<file path="src/rtl/motor_bridge_driver_pkg.sv">
// Shared types and defaults for the two-channel H-bridge drive stage.
package motor_bridge_driver_pkg;

    typedef enum logic [0:0] {
        StRun  = 1'b0,
        StDead = 1'b1
    } ch_state_e;

    localparam int unsigned PERIOD_DEFAULT     = 100;
    localparam int unsigned DEAD_TICKS_DEFAULT = 4;
    localparam int unsigned DUTY_W_DEFAULT     = 8;

    localparam logic CH_A = 1'b0;
    localparam logic CH_B = 1'b1;

endpackage

</file>
<file path="src/rtl/motor_bridge_driver_if.sv">
// Command bus feeding the bridge driver: one strobe plus channel, duty and direction.
interface motor_bridge_driver_if #(
    parameter int unsigned DUTY_W = 8
) ();

    logic              cmd_valid;
    logic              cmd_ch;
    logic [DUTY_W-1:0] cmd_duty;
    logic              cmd_dir;

    modport master (
        output cmd_valid,
        output cmd_ch,
        output cmd_duty,
        output cmd_dir
    );

    modport slave (
        input cmd_valid,
        input cmd_ch,
        input cmd_duty,
        input cmd_dir
    );

endinterface

</file>
<file path="src/rtl/motor_bridge_driver_bridge_channel.sv">
// One bridge channel: shadow/active duty and direction, reversal dead interval,
// and registered PWM pin generation against the shared period counter.
module motor_bridge_driver_bridge_channel
    import motor_bridge_driver_pkg::*;
#(
    parameter int unsigned PERIOD     = PERIOD_DEFAULT,
    parameter int unsigned DEAD_TICKS = DEAD_TICKS_DEFAULT,
    parameter int unsigned DUTY_W     = DUTY_W_DEFAULT,
    parameter int unsigned CNT_W      = 7
) (
    input  logic              clk,
    input  logic              rst,
    input  logic              tick_i,
    input  logic              en_i,
    input  logic              boundary_i,
    input  logic [CNT_W-1:0]  cnt_i,
    input  logic              wr_i,
    input  logic [DUTY_W-1:0] wr_duty_i,
    input  logic              wr_dir_i,
    output logic              in1_o,
    output logic              in2_o,
    output logic              dead_o
);

    localparam int unsigned DEAD_W = $clog2(DEAD_TICKS + 1);

    ch_state_e         state_q, state_d;
    logic [DUTY_W-1:0] shadow_duty_q, shadow_duty_d;
    logic [DUTY_W-1:0] active_duty_q, active_duty_d;
    logic              shadow_dir_q, shadow_dir_d;
    logic              active_dir_q, active_dir_d;
    logic [DEAD_W-1:0] dead_cnt_q, dead_cnt_d;
    logic              park_q, park_d;
    logic              in1_q, in1_d;
    logic              in2_q, in2_d;
    logic              dead_q, dead_d;
    logic [DUTY_W-1:0] wr_duty_clamped;

    assign wr_duty_clamped = (wr_duty_i > DUTY_W'(PERIOD)) ? DUTY_W'(PERIOD) : wr_duty_i;

    always_ff @(posedge clk) begin
        if (rst) begin
            state_q       <= StRun;
            shadow_duty_q <= '0;
            active_duty_q <= '0;
            shadow_dir_q  <= 1'b0;
            active_dir_q  <= 1'b0;
            dead_cnt_q    <= '0;
            park_q        <= 1'b0;
            in1_q         <= 1'b0;
            in2_q         <= 1'b0;
            dead_q        <= 1'b0;
        end else begin
            state_q       <= state_d;
            shadow_duty_q <= shadow_duty_d;
            active_duty_q <= active_duty_d;
            shadow_dir_q  <= shadow_dir_d;
            active_dir_q  <= active_dir_d;
            dead_cnt_q    <= dead_cnt_d;
            park_q        <= park_d;
            in1_q         <= in1_d;
            in2_q         <= in2_d;
            dead_q        <= dead_d;
        end
    end

    always_comb begin
        state_d       = state_q;
        shadow_duty_d = shadow_duty_q;
        shadow_dir_d  = shadow_dir_q;
        active_duty_d = active_duty_q;
        active_dir_d  = active_dir_q;
        dead_cnt_d    = dead_cnt_q;
        park_d        = park_q;

        if (wr_i) begin
            shadow_duty_d = wr_duty_clamped;
            shadow_dir_d  = wr_dir_i;
        end

        if (!en_i) begin
            // Tracking the shadow dir while disabled keeps re-enable free of a dead interval.
            state_d       = StRun;
            active_duty_d = '0;
            active_dir_d  = shadow_dir_d;
            dead_cnt_d    = '0;
            park_d        = 1'b0;
        end else begin
            unique case (state_q)
                StRun: begin
                    if (boundary_i) begin
                        park_d = 1'b0;
                        if (shadow_dir_q != active_dir_q) begin
                            state_d    = StDead;
                            dead_cnt_d = DEAD_W'(DEAD_TICKS);
                        end else begin
                            active_duty_d = shadow_duty_q;
                            active_dir_d  = shadow_dir_q;
                        end
                    end
                end
                StDead: begin
                    if (tick_i) begin
                        if (dead_cnt_q == DEAD_W'(1)) begin
                            // Park until the next boundary so the new dir starts period-aligned.
                            state_d       = StRun;
                            active_duty_d = shadow_duty_q;
                            active_dir_d  = shadow_dir_q;
                            dead_cnt_d    = '0;
                            park_d        = 1'b1;
                        end else begin
                            dead_cnt_d = dead_cnt_q - DEAD_W'(1);
                        end
                    end
                end
                default: state_d = StRun;
            endcase
        end
    end

    always_comb begin
        in1_d  = 1'b0;
        in2_d  = 1'b0;
        dead_d = en_i && (state_q == StDead);
        if (en_i && (state_q == StRun) && !park_q && (DUTY_W'(cnt_i) < active_duty_q)) begin
            if (active_dir_q) begin
                in2_d = 1'b1;
            end else begin
                in1_d = 1'b1;
            end
        end
    end

    assign in1_o  = in1_q;
    assign in2_o  = in2_q;
    assign dead_o = dead_q;

endmodule

</file>
<file path="src/rtl/motor_bridge_driver.sv">
// Two-channel H-bridge drive stage: shared tick-driven period counter, command
// decode, and one bridge channel per motor.
module motor_bridge_driver
    import motor_bridge_driver_pkg::*;
#(
    parameter int unsigned PERIOD     = PERIOD_DEFAULT,
    parameter int unsigned DEAD_TICKS = DEAD_TICKS_DEFAULT,
    parameter int unsigned DUTY_W     = DUTY_W_DEFAULT
) (
    input  logic                 clk,
    input  logic                 rst,
    input  logic                 tick,
    input  logic                 en,
    motor_bridge_driver_if.slave bus,
    output logic                 in1_a,
    output logic                 in2_a,
    output logic                 in1_b,
    output logic                 in2_b,
    output logic                 dead_a,
    output logic                 dead_b,
    output logic                 period_start
);

    localparam int unsigned CNT_W = (PERIOD > 1) ? $clog2(PERIOD) : 1;

    logic [CNT_W-1:0] cnt_q, cnt_d;
    logic             period_start_q, period_start_d;
    logic             wrap;
    logic             boundary;
    logic             wr_a;
    logic             wr_b;

    assign wrap     = (cnt_q == CNT_W'(PERIOD - 1));
    assign boundary = en && tick && wrap;
    assign wr_a     = bus.cmd_valid && (bus.cmd_ch == CH_A);
    assign wr_b     = bus.cmd_valid && (bus.cmd_ch == CH_B);

    always_ff @(posedge clk) begin
        if (rst) begin
            cnt_q          <= '0;
            period_start_q <= 1'b0;
        end else begin
            cnt_q          <= cnt_d;
            period_start_q <= period_start_d;
        end
    end

    always_comb begin
        cnt_d          = cnt_q;
        period_start_d = boundary;
        if (!en) begin
            cnt_d = '0;
        end else if (tick) begin
            cnt_d = wrap ? '0 : cnt_q + CNT_W'(1);
        end
    end

    assign period_start = period_start_q;

    motor_bridge_driver_bridge_channel #(
        .PERIOD     (PERIOD),
        .DEAD_TICKS (DEAD_TICKS),
        .DUTY_W     (DUTY_W),
        .CNT_W      (CNT_W)
    ) u_ch_a (
        .clk        (clk),
        .rst        (rst),
        .tick_i     (tick),
        .en_i       (en),
        .boundary_i (boundary),
        .cnt_i      (cnt_q),
        .wr_i       (wr_a),
        .wr_duty_i  (bus.cmd_duty),
        .wr_dir_i   (bus.cmd_dir),
        .in1_o      (in1_a),
        .in2_o      (in2_a),
        .dead_o     (dead_a)
    );

    motor_bridge_driver_bridge_channel #(
        .PERIOD     (PERIOD),
        .DEAD_TICKS (DEAD_TICKS),
        .DUTY_W     (DUTY_W),
        .CNT_W      (CNT_W)
    ) u_ch_b (
        .clk        (clk),
        .rst        (rst),
        .tick_i     (tick),
        .en_i       (en),
        .boundary_i (boundary),
        .cnt_i      (cnt_q),
        .wr_i       (wr_b),
        .wr_duty_i  (bus.cmd_duty),
        .wr_dir_i   (bus.cmd_dir),
        .in1_o      (in1_b),
        .in2_o      (in2_b),
        .dead_o     (dead_b)
    );

endmodule

</file>
<file path="src/flat_wrapper.sv">
// flat-port wrapper written by rule: the top's interface ports become plain ports
module motor_bridge_driver_flat import motor_bridge_driver_pkg::*;
#(
    parameter int unsigned PERIOD     = PERIOD_DEFAULT,
    parameter int unsigned DEAD_TICKS = DEAD_TICKS_DEFAULT,
    parameter int unsigned DUTY_W     = DUTY_W_DEFAULT
)
  (clk, rst, tick, en, in1_a, in2_a, in1_b, in2_b, dead_a, dead_b, period_start, bus_cmd_valid, bus_cmd_ch, bus_cmd_duty, bus_cmd_dir);
  motor_bridge_driver_if #(.DUTY_W(DUTY_W)) bus_i ();
  input  logic clk;
  input  logic rst;
  input  logic tick;
  input  logic en;
  output logic in1_a;
  output logic in2_a;
  output logic in1_b;
  output logic in2_b;
  output logic dead_a;
  output logic dead_b;
  output logic period_start;
  input wire logic [$bits(bus_i.cmd_valid)-1:0] bus_cmd_valid;
  input wire logic [$bits(bus_i.cmd_ch)-1:0] bus_cmd_ch;
  input wire logic [$bits(bus_i.cmd_duty)-1:0] bus_cmd_duty;
  input wire logic [$bits(bus_i.cmd_dir)-1:0] bus_cmd_dir;
  assign bus_i.cmd_valid = bus_cmd_valid;
  assign bus_i.cmd_ch = bus_cmd_ch;
  assign bus_i.cmd_duty = bus_cmd_duty;
  assign bus_i.cmd_dir = bus_cmd_dir;
  motor_bridge_driver #(.PERIOD(PERIOD), .DEAD_TICKS(DEAD_TICKS), .DUTY_W(DUTY_W)) u_core (.clk(clk), .rst(rst), .tick(tick), .en(en), .bus(bus_i), .in1_a(in1_a), .in2_a(in2_a), .in1_b(in1_b), .in2_b(in2_b), .dead_a(dead_a), .dead_b(dead_b), .period_start(period_start));
endmodule
</file>
<file path="config.mk">
export PLATFORM = sky130hd
export DESIGN_NAME = motor_bridge_driver_flat
export DESIGN_NICKNAME = d
export VERILOG_FILES = /design/src/rtl/motor_bridge_driver_pkg.sv /design/src/rtl/motor_bridge_driver_if.sv /design/src/rtl/motor_bridge_driver_bridge_channel.sv /design/src/rtl/motor_bridge_driver.sv /design/src/flat_wrapper.sv
export SDC_FILE = /design/constraint.sdc
export NUM_CORES = 1
export LEC_CHECK = 0
export CAP_MARGIN = 20
export CORE_UTILIZATION = 40
export CTS_BUF_LIST = sky130_fd_sc_hd__clkbuf_4
export DETAILED_ROUTE_END_ITERATION = 10
export GPL_ROUTABILITY_DRIVEN = 0
export GPL_TIMING_DRIVEN = 1
export SYNTH_ARGS = -nofsm -noshare
export SYNTH_HDL_FRONTEND = slang
export SYNTH_HIERARCHICAL = 1
export SYNTH_SLANG_ARGS = --single-unit
</file>
<file path="constraint.sdc">
create_clock -name clk -period 3.78 [get_ports clk]
set_input_delay 0.378 -clock clk [delete_from_list [all_inputs] [get_ports clk]]
set_output_delay 0.378 -clock clk [all_outputs]
set_load 0.1 [all_outputs]
</file>
==> results by stage <==
Clock tree:
- The clock sink count is 60.
- The clock-pin transition on the worst setup and hold timing paths is 0.09 ns.
- The number of hold buffers added after CTS was 0.
- In this run the number of H-tree levels came out at 3.
- Buffers added to address setup during post-CTS repair amount to 0.
- The clock network latency to the later pin of the worst-skew pair is roughly 0.4 ns.
- The root cell of the clock tree is sky130_fd_sc_hd__clkbuf_4.
- The TritonCTS buffer count is 9.
- Counting along the longest clock path gives a buffer depth of 2.
- TritonCTS built the clock tree.
- The post-CTS resize count is 0.

Yosys:
- The post-synthesis cell type count is 35.
- The count of synthesis-stage warnings from yosys is 6.
- After synthesis the netlist holds a flip-flop and latch count of 60.
- The main combinational cell family by area after synthesis is simple AND/OR/NAND/NOR gates.
- Of the total synthesized cell area, the portion taken by XOR and XNOR cells is 0.01869.
- Dividing the synthesized area by the synthesized cell count gives 9.309 sq um.
- Counting flops with a built-in enable in the synthesized netlist gives 0.
- Counting flops with an async set or reset pin after synthesis yields a share of 0.
- The fraction of the mapped netlist area in compound gates is 0.1384.
- Measured against the total synthesized area, the mux share comes to 0.07477.
- Counting every net in the synthesized netlist gives approximately 330.
- The share of the synthesized area in the top cell type is 0.4272.
- The share of the Yosys chip area taken by registers is 0.4272.
- After synthesis, the cell types taking the most area are sky130_fd_sc_hd__dfxtp_1 (43%), sky130_fd_sc_hd__ha_1 (7.6%), sky130_fd_sc_hd__mux2i_1 (7.5%), sky130_fd_sc_hd__nor2_1 (6.0%), sky130_fd_sc_hd__a21oi_1 (3.9%).
- The commonest register cell after synthesis is sky130_fd_sc_hd__dfxtp_1.
- Of the total synthesized cell area, the portion taken by full adders, half adders and majority gates is 0.07566.
- The simple-gate share of the synthesized area is 0.2136.
- sky130_fd_sc_hd__dfxtp_1 takes more of the synthesized area than any other cell.
- The synthesized netlist cell count is around 300.
- The synthesized netlist occupies a cell area of ~0.0028 sq mm.

Timing:
- Setup repair after global routing left no endpoint under its margin.
- The highest clock rate is 401.0 MHz.
- The relative max-transition margin is 0.3562.
- In the post-route analysis, the smallest setup slack over all paths is approximately 1.3 ns.
- The setup clock skew after layout is approximately 0.011 ns.
- The minimum clock period is between 2 and 2.5 ns.
- Dividing the final minimum period by the clock period gives 0.6597.
- The number of failing setup endpoints in the final timing report is 0.
- At the pin with the least slew margin, the transition time is between 0.9 and 1 ns.
- The max-slew violation count was 0.
- The final-layout setup total negative slack is 0 ns.
- On the final layout, the worst hold slack is between 0.4 and 0.5 ns.
- The final hold violation count is 0.

Power:
- The power per cell area is 333.4 mW/mm^2.
- The static power due to leakage is ~0.0011 uW.
- The worst-case vdd ir drop is roughly 0.00016 V.
- The total power is approximately 1100 uW.

Worst setup path:
- The arrival time of the worst setup path is 2.76 ns.
- The worst path required time is ~4 ns.
- The endpoint identified for the worst register-to-register timing path is u_core/u_ch_a/active_duty_q[3]$_SDFFE_PP0P_.
- The worst setup path is launched from a register.
- The number of cells on the worst reg-to-reg path is 7.
- The setup slack of the most critical reg-to-reg path is ~1.3 ns.
- The nature of the critical path endpoint is a register.
- The largest fanout on the critical path is 8.
- The startpoint-to-endpoint class of the critical path is reg2reg.
- The startpoint identified for the worst register-to-register timing path is u_core/cnt_q[0]$_SDFFE_PP0P_.

Layout:
- In the layout the commonest cells are sky130_fd_sc_hd__dfxtp_1 (60), sky130_fd_sc_hd__nor2_1 (45), sky130_fd_sc_hd__a21oi_1 (22).
- The number of diodes is 0.
- In the final layout, the share of cells above drive strength 1 is 0.08563.
- The most frequent standard cell in the layout excluding fill and tap cells is sky130_fd_sc_hd__dfxtp_1.
- The final-stage net count is ~360.
- The cell area after layout is around 0.0032 sq mm.
- The area growth from synthesis to final layout is 13.26%.

Global route:
- The sum of overflow across all layers after global routing is 0.
- The initial antenna violation count is 0.
- The first global-routing pass estimated between 9 and 10 mm of wire.
- The number of global-route vias before repair is just over 2k.
- The pin count of the biggest net entering global routing is 25.
- The global routing usage summed across all routing layers is 0.1720.

Min path:
- In this run the worst hold path is classified as reg2reg.
- The worst hold path was traced through 2 stages.
- The beginning of the worst hold path is u_core/u_ch_a/shadow_duty_q[1]$_SDFFE_PP0P_.
- The sink of the worst hold path is u_core/u_ch_a/shadow_duty_q[1]$_SDFFE_PP0P_.

Floorplan:
- Measured along the x axis, the die boundary spans between 80 and 90 microns.
- The floorplan step defined a core boundary enclosing approximately 0.0068 sq mm.
- The area of the die is about 0.0074 sq mm.
- 22 I/O pins were placed.
- In this run the core area contains 30 standard-cell rows.
- The die is ~86 microns tall.
- The initial utilization of the core area, before any placement, comes to 0.4138.

Route:
- The number of nets with antenna violations after routing is 0.
- Summed over all layers, the routed wires come to ~5.5 mm.
- The number of vias per cell after detailed routing is 5.017.
- The iteration count of the initial detailed-routing pass is 4.
- The DRC violation count after routing is 0.
- Dividing the detail-routed wire length by the instance count gives 13.06 microns.
- The DRC violation total after the first TritonRoute iteration is 73.
- The routed layout has between 2k and 2.5k vias.

Placement:
- The count of buffers from port buffering is 21.
- The post-DP HPWL is ~3.8 mm.
- The placed instance area is between 0.003 and 0.004 sq mm.
- The pre-CTS worst setup slack is 0.8564 ns.

Run:
- Max-cap violations in this run came to 0.

Status:
- The flow ran to the end, and the final reports show no timing, DRC or antenna violations.
==> sequential cells by signal (all words and copies together) (netlist names) <==
| signal | flops |
|---|---|
| u_core/cnt_q | 7 |
| u_core/period_start | 1 |
| u_core/u_ch_a/active_dir_q | 1 |
| u_core/u_ch_a/active_duty_q | 8 |
| u_core/u_ch_a/dead_cnt_q | 3 |
| u_core/u_ch_a/dead_o | 1 |
| u_core/u_ch_a/in1_o | 1 |
| u_core/u_ch_a/in2_o | 1 |
| u_core/u_ch_a/park_q | 1 |
| u_core/u_ch_a/shadow_dir_q | 1 |
| u_core/u_ch_a/shadow_duty_q | 8 |
| u_core/u_ch_a/state_q | 1 |
| u_core/u_ch_b/active_dir_q | 1 |
| u_core/u_ch_b/active_duty_q | 8 |
| u_core/u_ch_b/dead_cnt_q | 3 |
| u_core/u_ch_b/dead_o | 1 |
| u_core/u_ch_b/in1_o | 1 |
| u_core/u_ch_b/in2_o | 1 |
| u_core/u_ch_b/park_q | 1 |
| u_core/u_ch_b/shadow_dir_q | 1 |
| u_core/u_ch_b/shadow_duty_q | 8 |
| u_core/u_ch_b/state_q | 1 |
==> per-layer routing <==
layer  wire [microns]  track usage  vias to the layer above  part of all wire
met2             2530       0.2778                       30              0.46
met3              183      0.06352                        6             0.033
met5                0            0                        -                 0
met1             2744       0.2130                      984              0.50
met4               66      0.05606                        0             0.012
li1                 -            -                     1102                 -
==> logic make-up (layout without fill, tap and decap cells) <==
group                      Yosys count  in the layout
buffers and inverters               32             57
AOI/OAI and AO/OA                   55             55
and+or+nand+nor                    111            111
muxes                               21             21
DFF                                 60             60
xor gates and xnor gates             6              6
adders and majority gates           17             17
==> cell type report <==
type                    count  area (sq um)
fillers                   655          3610
multi-input cells         210          1465
flip-flops and latches     60          1201
repair buffers             24         232.7
well taps                  96         120.1
clock buffers              11         82.58
inverters                  21         78.83
clock inverters             1         3.754
==> through the flow <==
step | util | std cells
after floorplan | - | 302
after global placement | 0.4560 | 411
after detailed placement | 0.4560 | 411
after CTS | 0.4687 | 423
after global routing | 0.4687 | 423
final | 0.4687 | 423
==> cells in the mapped netlist (all sizes together) (3+ instances only) <==
| library cell | n |
|---|---|
| dfxtp | 60 |
| nor2 | 45 |
| a21oi | 22 |
| inv | 21 |
| mux2i | 21 |
| ha | 17 |
| nand2 | 15 |
| nand2b | 12 |
| nand3 | 12 |
| a31oi | 8 |
| a211oi | 6 |
| clkbuf | 6 |
| buf | 5 |
| nor3 | 5 |
| o21ai | 5 |
| xor2 | 5 |
| nor2b | 4 |
| nor3b | 4 |
| o211ai | 4 |
| o21a | 4 |
| or3 | 4 |
| nand4b | 3 |
| or3b | 3 |
==> report_power, final <==
| part | internal, uW | total (uW) | switching, uW |
|---|---|---|---|
| registers | 642 | 650 | 8.18 |
| logic | 34.6 | 78.3 | 43.6 |
| clock network | 134 | 334 | 199 |
==> worst max-delay path, cell delays in order, from the launching register on <==
cell                       delay [ns]
sky130_fd_sc_hd__dfxtp_1         0.45
sky130_fd_sc_hd__ha_1            0.25
sky130_fd_sc_hd__nand4b_1        0.21
sky130_fd_sc_hd__nor3_1          0.68
sky130_fd_sc_hd__nand2b_4        0.10
sky130_fd_sc_hd__o21ai_4         0.39
sky130_fd_sc_hd__mux2i_1         0.24
sky130_fd_sc_hd__nor2_1          0.06
==> how the worst max path moves through the flow <==
stage               cells after the start  slack, ns                                          end                    startpoint
detailed placement                      8       0.86  u_core/u_ch_a/active_duty_q[0]$_SDFFE_PP0P_                          tick
finish                                  7       1.29  u_core/u_ch_a/active_duty_q[3]$_SDFFE_PP0P_  u_core/cnt_q[0]$_SDFFE_PP0P_
floorplan                               7       1.62  u_core/u_ch_a/active_duty_q[0]$_SDFFE_PP0P_  u_core/cnt_q[1]$_SDFFE_PP0P_
CTS                                     7       1.25  u_core/u_ch_a/active_duty_q[0]$_SDFFE_PP0P_  u_core/cnt_q[0]$_SDFFE_PP0P_
global route                            7       1.06  u_core/u_ch_a/active_duty_q[3]$_SDFFE_PP0P_  u_core/cnt_q[0]$_SDFFE_PP0P_
global placement                        8       0.97  u_core/u_ch_a/active_duty_q[7]$_SDFFE_PP0P_                          tick
(Power assumes the default switching activity.)
